[src/rtl/cache_arbiter.sv]
// Purpose: grants the single pmem port to one of the I-cache or D-cache line requests, round-robin on ties.
// Latency: grant strobes and latched address/data appear one cycle after a request is seen in IDLE; resp is routed combinationally.
// Backpressure: requesters hold their level request until their own resp; the losing side simply waits in IDLE arbitration.
module cache_arbiter (
    input  logic         clk,
    input  logic         rst_n,
    input  logic         i_pmem_read,
    input  logic [31:0]  i_pmem_address,
    output logic         i_pmem_resp,
    output logic [255:0] i_pmem_rdata,
    input  logic         d_pmem_read,
    input  logic         d_pmem_write,
    input  logic [31:0]  d_pmem_address,
    input  logic [255:0] d_pmem_wdata,
    output logic         d_pmem_resp,
    output logic [255:0] d_pmem_rdata,
    output logic         pmem_read,
    output logic         pmem_write,
    output logic [31:0]  pmem_address,
    output logic [255:0] pmem_wdata,
    input  logic         pmem_resp,
    input  logic [255:0] pmem_rdata
);

    typedef enum logic [1:0] {
        IDLE   = 2'd0,
        I_BUSY = 2'd1,
        D_RD   = 2'd2,
        D_WR   = 2'd3
    } state_e;

    state_e         state_q, state_d;
    logic           last_grant_q, last_grant_d;  // 0: I granted last, 1: D granted last
    logic           pmem_read_q, pmem_write_q;
    logic [31:0]    addr_q, addr_d;
    logic [255:0]   wdata_q, wdata_d;

    logic           i_req;
    logic           d_req;
    logic           pick_d;

    assign i_req  = i_pmem_read;
    assign d_req  = d_pmem_read | d_pmem_write;
    // D wins when it is alone, or on a tie when I was the last one served.
    assign pick_d = d_req & (~i_req | ~last_grant_q);

    // Arbitration in IDLE, completion tracking in the busy states.
    always_comb begin
        state_d      = state_q;
        last_grant_d = last_grant_q;
        addr_d       = addr_q;
        wdata_d      = wdata_q;
        case (state_q)
            IDLE: begin
                if (pick_d) begin
                    // A simultaneous read+write from D is illegal; the write takes precedence.
                    state_d      = d_pmem_write ? D_WR : D_RD;
                    last_grant_d = 1'b1;
                    addr_d       = d_pmem_address;
                    if (d_pmem_write) begin
                        wdata_d = d_pmem_wdata;
                    end
                end else if (i_req) begin
                    state_d      = I_BUSY;
                    last_grant_d = 1'b0;
                    addr_d       = i_pmem_address;
                end
            end
            default: begin
                // Requester inputs are ignored until memory completes.
                if (pmem_resp) begin
                    state_d = IDLE;
                end
            end
        endcase
    end

    // State, grant history, and registered memory-side strobes/payload.
    always_ff @(posedge clk) begin
        if (!rst_n) begin
            state_q      <= IDLE;
            last_grant_q <= 1'b1;
            pmem_read_q  <= 1'b0;
            pmem_write_q <= 1'b0;
            addr_q       <= 32'd0;
            wdata_q      <= 256'd0;
        end else begin
            state_q      <= state_d;
            last_grant_q <= last_grant_d;
            pmem_read_q  <= (state_d == I_BUSY) || (state_d == D_RD);
            pmem_write_q <= (state_d == D_WR);
            addr_q       <= addr_d;
            wdata_q      <= wdata_d;
        end
    end

    assign pmem_read    = pmem_read_q;
    assign pmem_write   = pmem_write_q;
    assign pmem_address = addr_q;
    assign pmem_wdata   = wdata_q;

    // A resp landing in a reset cycle belongs to a transfer being abandoned, so it is suppressed.
    assign i_pmem_resp  = rst_n & pmem_resp & (state_q == I_BUSY);
    assign d_pmem_resp  = rst_n & pmem_resp & ((state_q == D_RD) || (state_q == D_WR));
    assign i_pmem_rdata = pmem_rdata;
    assign d_pmem_rdata = pmem_rdata;

endmodule

[config.mk]
export PLATFORM = sky130hd
export DESIGN_NAME = cache_arbiter
export DESIGN_NICKNAME = d
export VERILOG_FILES = /design/src/rtl/cache_arbiter.sv
export SDC_FILE = /design/constraint.sdc
export NUM_CORES = 1
export LEC_CHECK = 0
export CELL_PAD_IN_SITES_DETAIL_PLACEMENT = 1
export CELL_PAD_IN_SITES_GLOBAL_PLACEMENT = 1
export CORE_AREA = 2 2 535 537
export CTS_BUF_LIST = sky130_fd_sc_hd__clkbuf_2 sky130_fd_sc_hd__clkbuf_4 sky130_fd_sc_hd__clkbuf_8
export DETAILED_ROUTE_END_ITERATION = 8
export DIE_AREA = 0 0 537 539
export PLACE_DENSITY_LB_ADDON = 0.1
export SYNTH_ARGS = -nofsm -noshare
export SYNTH_HDL_FRONTEND = slang
export SYNTH_SLANG_ARGS = --single-unit
[constraint.sdc]
create_clock -name clk -period 3 [get_ports clk]
set_input_delay 0.9 -clock clk [delete_from_list [all_inputs] [get_ports clk]]
set_output_delay 0.9 -clock clk [all_outputs]
set_load 0.02 [all_outputs]
==> impl_metrics.py, run 1 <==
metrics = {
    "power_and_ir_drop": {
        "p_int_mw": 9.228,
        "cellLeakagePower_nw": 7.675,
        "pwr-share-comb": 0.257,
        "power_mw": 14.33,
        "p_sw_frac": 0.3560,
        "switchingPower_mw": 5.102,
        "pwr-share-seq": 0.310,
        "vdd_ir_drop_max_mv": 0.2272,
        "power.clock.fraction": 0.433,
        "power.density_mw_per_mm2": 585.2,
    },
    "layout": {
        "final_area_mm2": 0.02449,
        "finish.net_count": 2595,
        "final_common_cell": "clkdlybuf4s50_1",
        "layout_common_cells": "525 x clkdlybuf4s50_1, 290 x a21oi_1, 290 x dfxtp_1, 256 x nand3_1, 256 x o21ai_0",
        "syn2layout_area_growth_pct": 60.86,
        "stdcell_count": 5833,
        "drive_above_1_share": 0.1367,
        "final.fill_count": 33604,
        "ff_latch_area_mm2": 0.005869,
        "multiInputGateArea_mm2": 0.004883,
        "utilization": 0.08622,
    },
    "cts": {
        "cts_tree": "built",
        "clock_latency_ns": 0.88,
        "clock_path_buffers": 4,
        "cts_root_buf": "clkbuf_8",
        "cts_setup_buffers": 0,
        "clock_sinks": 293,
        "path_clk_slew_ns": 0.05,
        "cts_buffers": 85,
        "htree_num_levels": 3,
    },
    "floorplan": {
        "dieArea_mm2": 0.2894,
        "initial_core_util": 0.05360,
        "fp.dieW_um": 537,
        "row_count": 196,
        "pin_count": 1386,
        "die_y_um": 539,
        "core-area_mm2": 0.2840,
    },
    "logic_synthesis": {
        "syn_nets": 2470,
        "ys_warn_count": 0,
        "synth.cell_area_mm2": 0.01522,
        "synth.avg_cell_area_um2": 8.067,
        "synth_seq_cells": 293,
        "syn_inst": 1887,
        "ys_types": 26,
        "seq_area_frac_synth": 0.3853,
    },
    "sta": {
        "timing.final.ws_setup_ns": 0.1194,
        "setup_violations": 0,
        "slew_headroom": 0.5900,
        "worst_clock_skew_ns": 0.06434,
        "post-route-min-period_ns": 2.881,
        "tightestPinTransition_ns": 0.6151,
        "hold_viol": 0,
        "hold_ws_ns": 0.4721,
        "period_share": 0.9602,
        "fmax_mhz": 347.1,
        "maxSlewViolCount": 0,
        "tns_ns": 0,
    },
    "global_route": {
        "antenna_found_initial": 41,
        "gr-total-overflow": 0,
        "grt_pass1_wl_um": 164900,
        "track_usage": 0.08526,
        "grt_max_degree": 66,
        "grt_pass1_vias": 15904,
    },
    "critical_path": {
        "worstPathCellList": "clkdlybuf4s50_1 -> and4b_1 -> dlygate4sd2_1",
        "cp-end-kind": "primary output",
        "crit_required_ns": 2.10,
        "cp.arrival_ns": 1.98,
        "crit_buf_inv": 2,
        "cp-start-kind": "primary input",
        "slowest_delay_ns": 0.53,
        "cp_top_family": "buffers and inverters",
        "path_class": "in -> out",
        "slowest_stage": "clkdlybuf4s50_1",
        "cp_max_fo": 4,
    },
    "detailed_routing": {
        "first_iter_violations": 406,
        "routedWlPerCell_um": 21.95,
        "drc": 0,
        "ant_nets": 0,
        "num_vias": 14191,
        "drtPass1Iterations": 4,
        "wl_um": 128000,
        "viasPerCell": 2.433,
    },
    "flow_run": {
        "max_cap_violations": 0,
    },
    "placement": {
        "dp.cells": 5687,
        "dpl_cell_area_mm2": 0.02286,
        "dpl_worst_slack_ns": -0.1557,
        "hpwl_um": 99090,
        "portBuffers": 617,
        "gp_congestion": 0.6463,
    },
    "min_path": {
        "hold_class": "reg -> reg",
    },
    "run_status": {
        "outcome": "completed",
    },
}
==> cells by family (layout without fill, tap and decap cells) <==
group	Yosys count	in the layout	synth area share
adders and majority gates	1	1	0.0008218
DFF	293	293	0.3853
AOI/OAI and AO/OA	584	584	0.2134
and+or+nand+nor	332	332	0.1045
other	0	8	0
buffers and inverters	677	853	0.2960
==> routing by layer <==
layer  track usage  vias up  wire, um
li1              -     6244         -
met1       0.08584     6594     45590
met2        0.1306      880     54870
met3       0.05570      453     19130
met4       0.05162       20      8281
met5      0.001166        -       155
==> layout make-up <==
| type | count | share of cell area |
|---|---|---|
| Antenna cell | 8 | 0.0008176 |
| Timing Repair Buffer | 712 | 0.2973 |
| Multi-Input combinational cell | 917 | 0.1994 |
| Clock buffer | 125 | 0.06438 |
| Sequential cell | 293 | 0.2397 |
| Tap cell | 3762 | 0.1922 |
| Inverter | 3 | 0.001073 |
| Clock inverter | 13 | 0.005059 |
==> state kept, by name, indices dropped and copies added, names as in the netlist <==
register / count
pmem_address: 32
pmem_write: 1
last_grant_q: 1
state_q: 2
pmem_read: 1
pmem_wdata: 256
==> synth_stat cells <==
| library cell | n | share of area |
|---|---|---|
| nand2b_1 | 2 | 0.00082 |
| a211oi_2 | 1 | 0.00082 |
| buf_1 | 12 | 0.0030 |
| and3_1 | 1 | 0.00041 |
| a211o_1 | 1 | 0.00058 |
| nand3_1 | 256 | 0.084 |
| o2bb2ai_1 | 1 | 0.00058 |
| clkbuf_1 | 141 | 0.035 |
| a311oi_1 | 3 | 0.0017 |
| inv_2 | 1 | 0.00025 |
| a311oi_2 | 29 | 0.029 |
| and4b_1 | 1 | 0.00066 |
| inv_1 | 2 | 0.00049 |
| buf_6 | 5 | 0.0037 |
| buf_4 | 512 | 0.25 |
| dfxtp_1 | 293 | 0.39 |
| nand2_1 | 67 | 0.017 |
| and2_1 | 3 | 0.0012 |
| o211ai_1 | 2 | 0.00099 |
| a2bb2oi_1 | 1 | 0.00058 |
| buf_2 | 4 | 0.0013 |
| ha_1 | 1 | 0.00082 |
| or3_1 | 1 | 0.00041 |
| o21ai_0 | 256 | 0.084 |
| nor2_1 | 1 | 0.00025 |
| a21oi_1 | 290 | 0.095 |
==> repair_timing <==
item,in CTS,in global routing
hold buffers,0,0
endpoints found under the setup margin,81,3
gates resized for setup,84,3
gates cloned,0,0
==> power by group through the flow <==
stage	registers, mW	clock network [mW]	logic [mW]
5_1_grt	4.49	6.94	4.05
3_5_place_dp	4.53	0	3.94
6_report	4.44	6.20	3.69
4_1_cts	4.45	6.86	3.90
2_1_floorplan	4.85	0	2.06
3_3_place_gp	4.53	0	3.97
==> final timing paths <==
path                                      start               to  slack (ns)  depth (start not counted)
worst max-delay path                  pmem_resp      i_pmem_resp        0.12                          3
worst min-delay path            pmem_wdata[203]  pmem_wdata[203]        0.47                          2
worst max register to register     last_grant_q  pmem_wdata[179]        1.23                          6
worst min register to register  pmem_wdata[203]  pmem_wdata[203]        0.47                          2
==> worst min-delay path, stage by stage (launching register included) <==
cell,delay [ns]
dfxtp_1,0.30
o21ai_0,0.06
a21oi_1,0.06
Power figures use the tool's default switching activity.
==> inputs of run 2 (changes only) <==
--- a/config.mk
+++ b/config.mk
@@ -9,6 +9,7 @@
 export CELL_PAD_IN_SITES_GLOBAL_PLACEMENT = 1
 export CORE_AREA = 2 2 535 537
 export CTS_BUF_LIST = sky130_fd_sc_hd__clkbuf_2 sky130_fd_sc_hd__clkbuf_4 sky130_fd_sc_hd__clkbuf_8
+export CTS_CLUSTER_DIAMETER = 120
 export DETAILED_ROUTE_END_ITERATION = 8
 export DIE_AREA = 0 0 537 539
 export PLACE_DENSITY_LB_ADDON = 0.1
==> impl_metrics.py, run 2 (synthesis results as in run 1) <==
metrics = {
    "detailed_routing": {
        "drtPass1Iterations": 4,
        "first_iter_violations": 417,
        "routedWlPerCell_um": 21.89,
        "num_vias": 14193,
        "drc": 0,
        "wl_um": 127700,
        "viasPerCell": 2.432,
        "ant_nets": 0,
    },
    "layout": {
        "stdcell_count": 5835,
        "final_common_cell": "clkdlybuf4s50_1",
        "largest_reg_flops": 256,
        "final.fill_count": 33628,
        "syn2layout_area_growth_pct": 60.70,
        "drive_above_1_share": 0.1375,
        "layout_common_cells": "524 x clkdlybuf4s50_1, 290 x a21oi_1, 290 x dfxtp_1, 256 x nand3_1, 256 x o21ai_0",
        "finish.net_count": 2596,
    },
    "global_route": {
        "track_usage": 0.08508,
        "grt_pass1_wl_um": 164700,
        "gr-total-overflow": 0,
        "grt_max_degree": 66,
        "grt_pass1_vias": 15905,
        "antenna_found_initial": 40,
    },
    "critical_path": {
        "cp.arrival_ns": 1.99,
        "path_class": "in -> out",
        "cp-start-kind": "primary input",
        "crit_required_ns": 2.10,
        "cp_max_fo": 4,
        "cp-end-kind": "primary output",
    },
    "placement": {
        "portBuffers": 617,
        "dpl_worst_slack_ns": -0.1557,
        "dp.cells": 5687,
        "hpwl_um": 99090,
        "gp_congestion": 0.6463,
    },
    "cts": {
        "path_clk_slew_ns": 0.05,
        "clock_latency_ns": 0.89,
        "clock_path_buffers": 4,
        "cts_tree": "built",
        "htree_num_levels": 3,
        "cts_root_buf": "clkbuf_8",
        "cts_buffers": 86,
        "clock_sinks": 293,
        "cts_setup_buffers": 0,
    },
    "sta": {
        "timing.final.ws_setup_ns": 0.1128,
        "worst_clock_skew_ns": 0.04477,
        "hold_viol": 0,
        "tns_ns": 0,
        "maxSlewViolCount": 0,
        "period_share": 0.9624,
        "post-route-min-period_ns": 2.887,
        "tightestPinTransition_ns": 0.6105,
        "fmax_mhz": 346.4,
        "setup_violations": 0,
        "slew_headroom": 0.5930,
    },
    "power_and_ir_drop": {
        "power.density_mw_per_mm2": 581.1,
        "pwr-share-seq": 0.312,
        "power.clock.fraction": 0.428,
        "vdd_ir_drop_max_mv": 0.2175,
        "pwr-share-comb": 0.259,
        "p_sw_frac": 0.3557,
        "cellLeakagePower_nw": 7.667,
        "switchingPower_mw": 5.056,
        "p_int_mw": 9.158,
    },
    "min_path": {
        "hold_class": "reg -> reg",
    },
    "floorplan": {
        "initial_core_util": 0.05360,
        "pin_count": 1386,
        "fp.dieW_um": 537,
        "row_count": 196,
        "die_y_um": 539,
        "dieArea_mm2": 0.2894,
        "core-area_mm2": 0.2840,
    },
    "run_status": {
        "outcome": "completed",
    },
    "flow_run": {
        "max_cap_violations": 0,
    },
}
run 2: final timing paths:
kind	start	end	slack, ns	depth (start not counted)
worst max-delay path	pmem_resp	i_pmem_resp	0.11	3
worst min-delay path	pmem_wdata[203]	pmem_wdata[203]	0.47	2
worst max register to register	state_q[0]	pmem_address[18]	1.27	4
worst min register to register	pmem_wdata[203]	pmem_wdata[203]	0.47	2
run 2: per-layer routing:
metal | global-route usage | routed length, um
met1 | 0.08512 | 45390
met2 | 0.1303 | 54760
met3 | 0.05642 | 19110
met4 | 0.05151 | 8300
met5 | 0.001166 | 160
run 2: layout make-up:
type | count | area [um^2] | area share
Clock buffer | 128 | 1587 | 0.06486
Clock inverter | 12 | 95.09 | 0.003887
Multi-Input combinational cell | 917 | 4883 | 0.1996
Inverter | 3 | 26.28 | 0.001074
Antenna cell | 8 | 20.02 | 0.0008184
Timing Repair Buffer | 712 | 7274 | 0.2974
Tap cell | 3762 | 4707 | 0.1924
Sequential cell | 293 | 5869 | 0.2399
run 2: metrics by stage:
stage               instance area (um^2)  hold WS (ns)     util  total power [mW]
floorplan                          15220        0.5140        -             6.902
global placement                   22860        0.4615  0.08049             8.506
detailed placement                 22860        0.4697  0.08049             8.471
CTS                                24440        0.3854  0.08606             15.09
global route                       24450        0.4318  0.08611             15.37
finish                             24460        0.4721  0.08614             14.21
run 2: critical path, cell delays in order:
cell and delay, ns:
clkdlybuf4s50_1 0.53, and4b_1 0.21, dlygate4sd2_1 0.34
run 2: power groups by stage:
stage          combinational (mW)  clock [mW]  sequential (mW)
2_1_floorplan                2.06           0             4.85
3_3_place_gp                 3.97           0             4.53
3_5_place_dp                 3.94           0             4.53
4_1_cts                      3.90        6.73             4.45
5_1_grt                      4.05        6.83             4.49
6_report                     3.68        6.09             4.44
run 2: what timing repair did:
item                                    CTS  global route
hold endpoints to repair                  0             0
endpoints found under the setup margin   83             2
resized for setup                        86             2
gates cloned                              0             0
hold buffers                              0             0
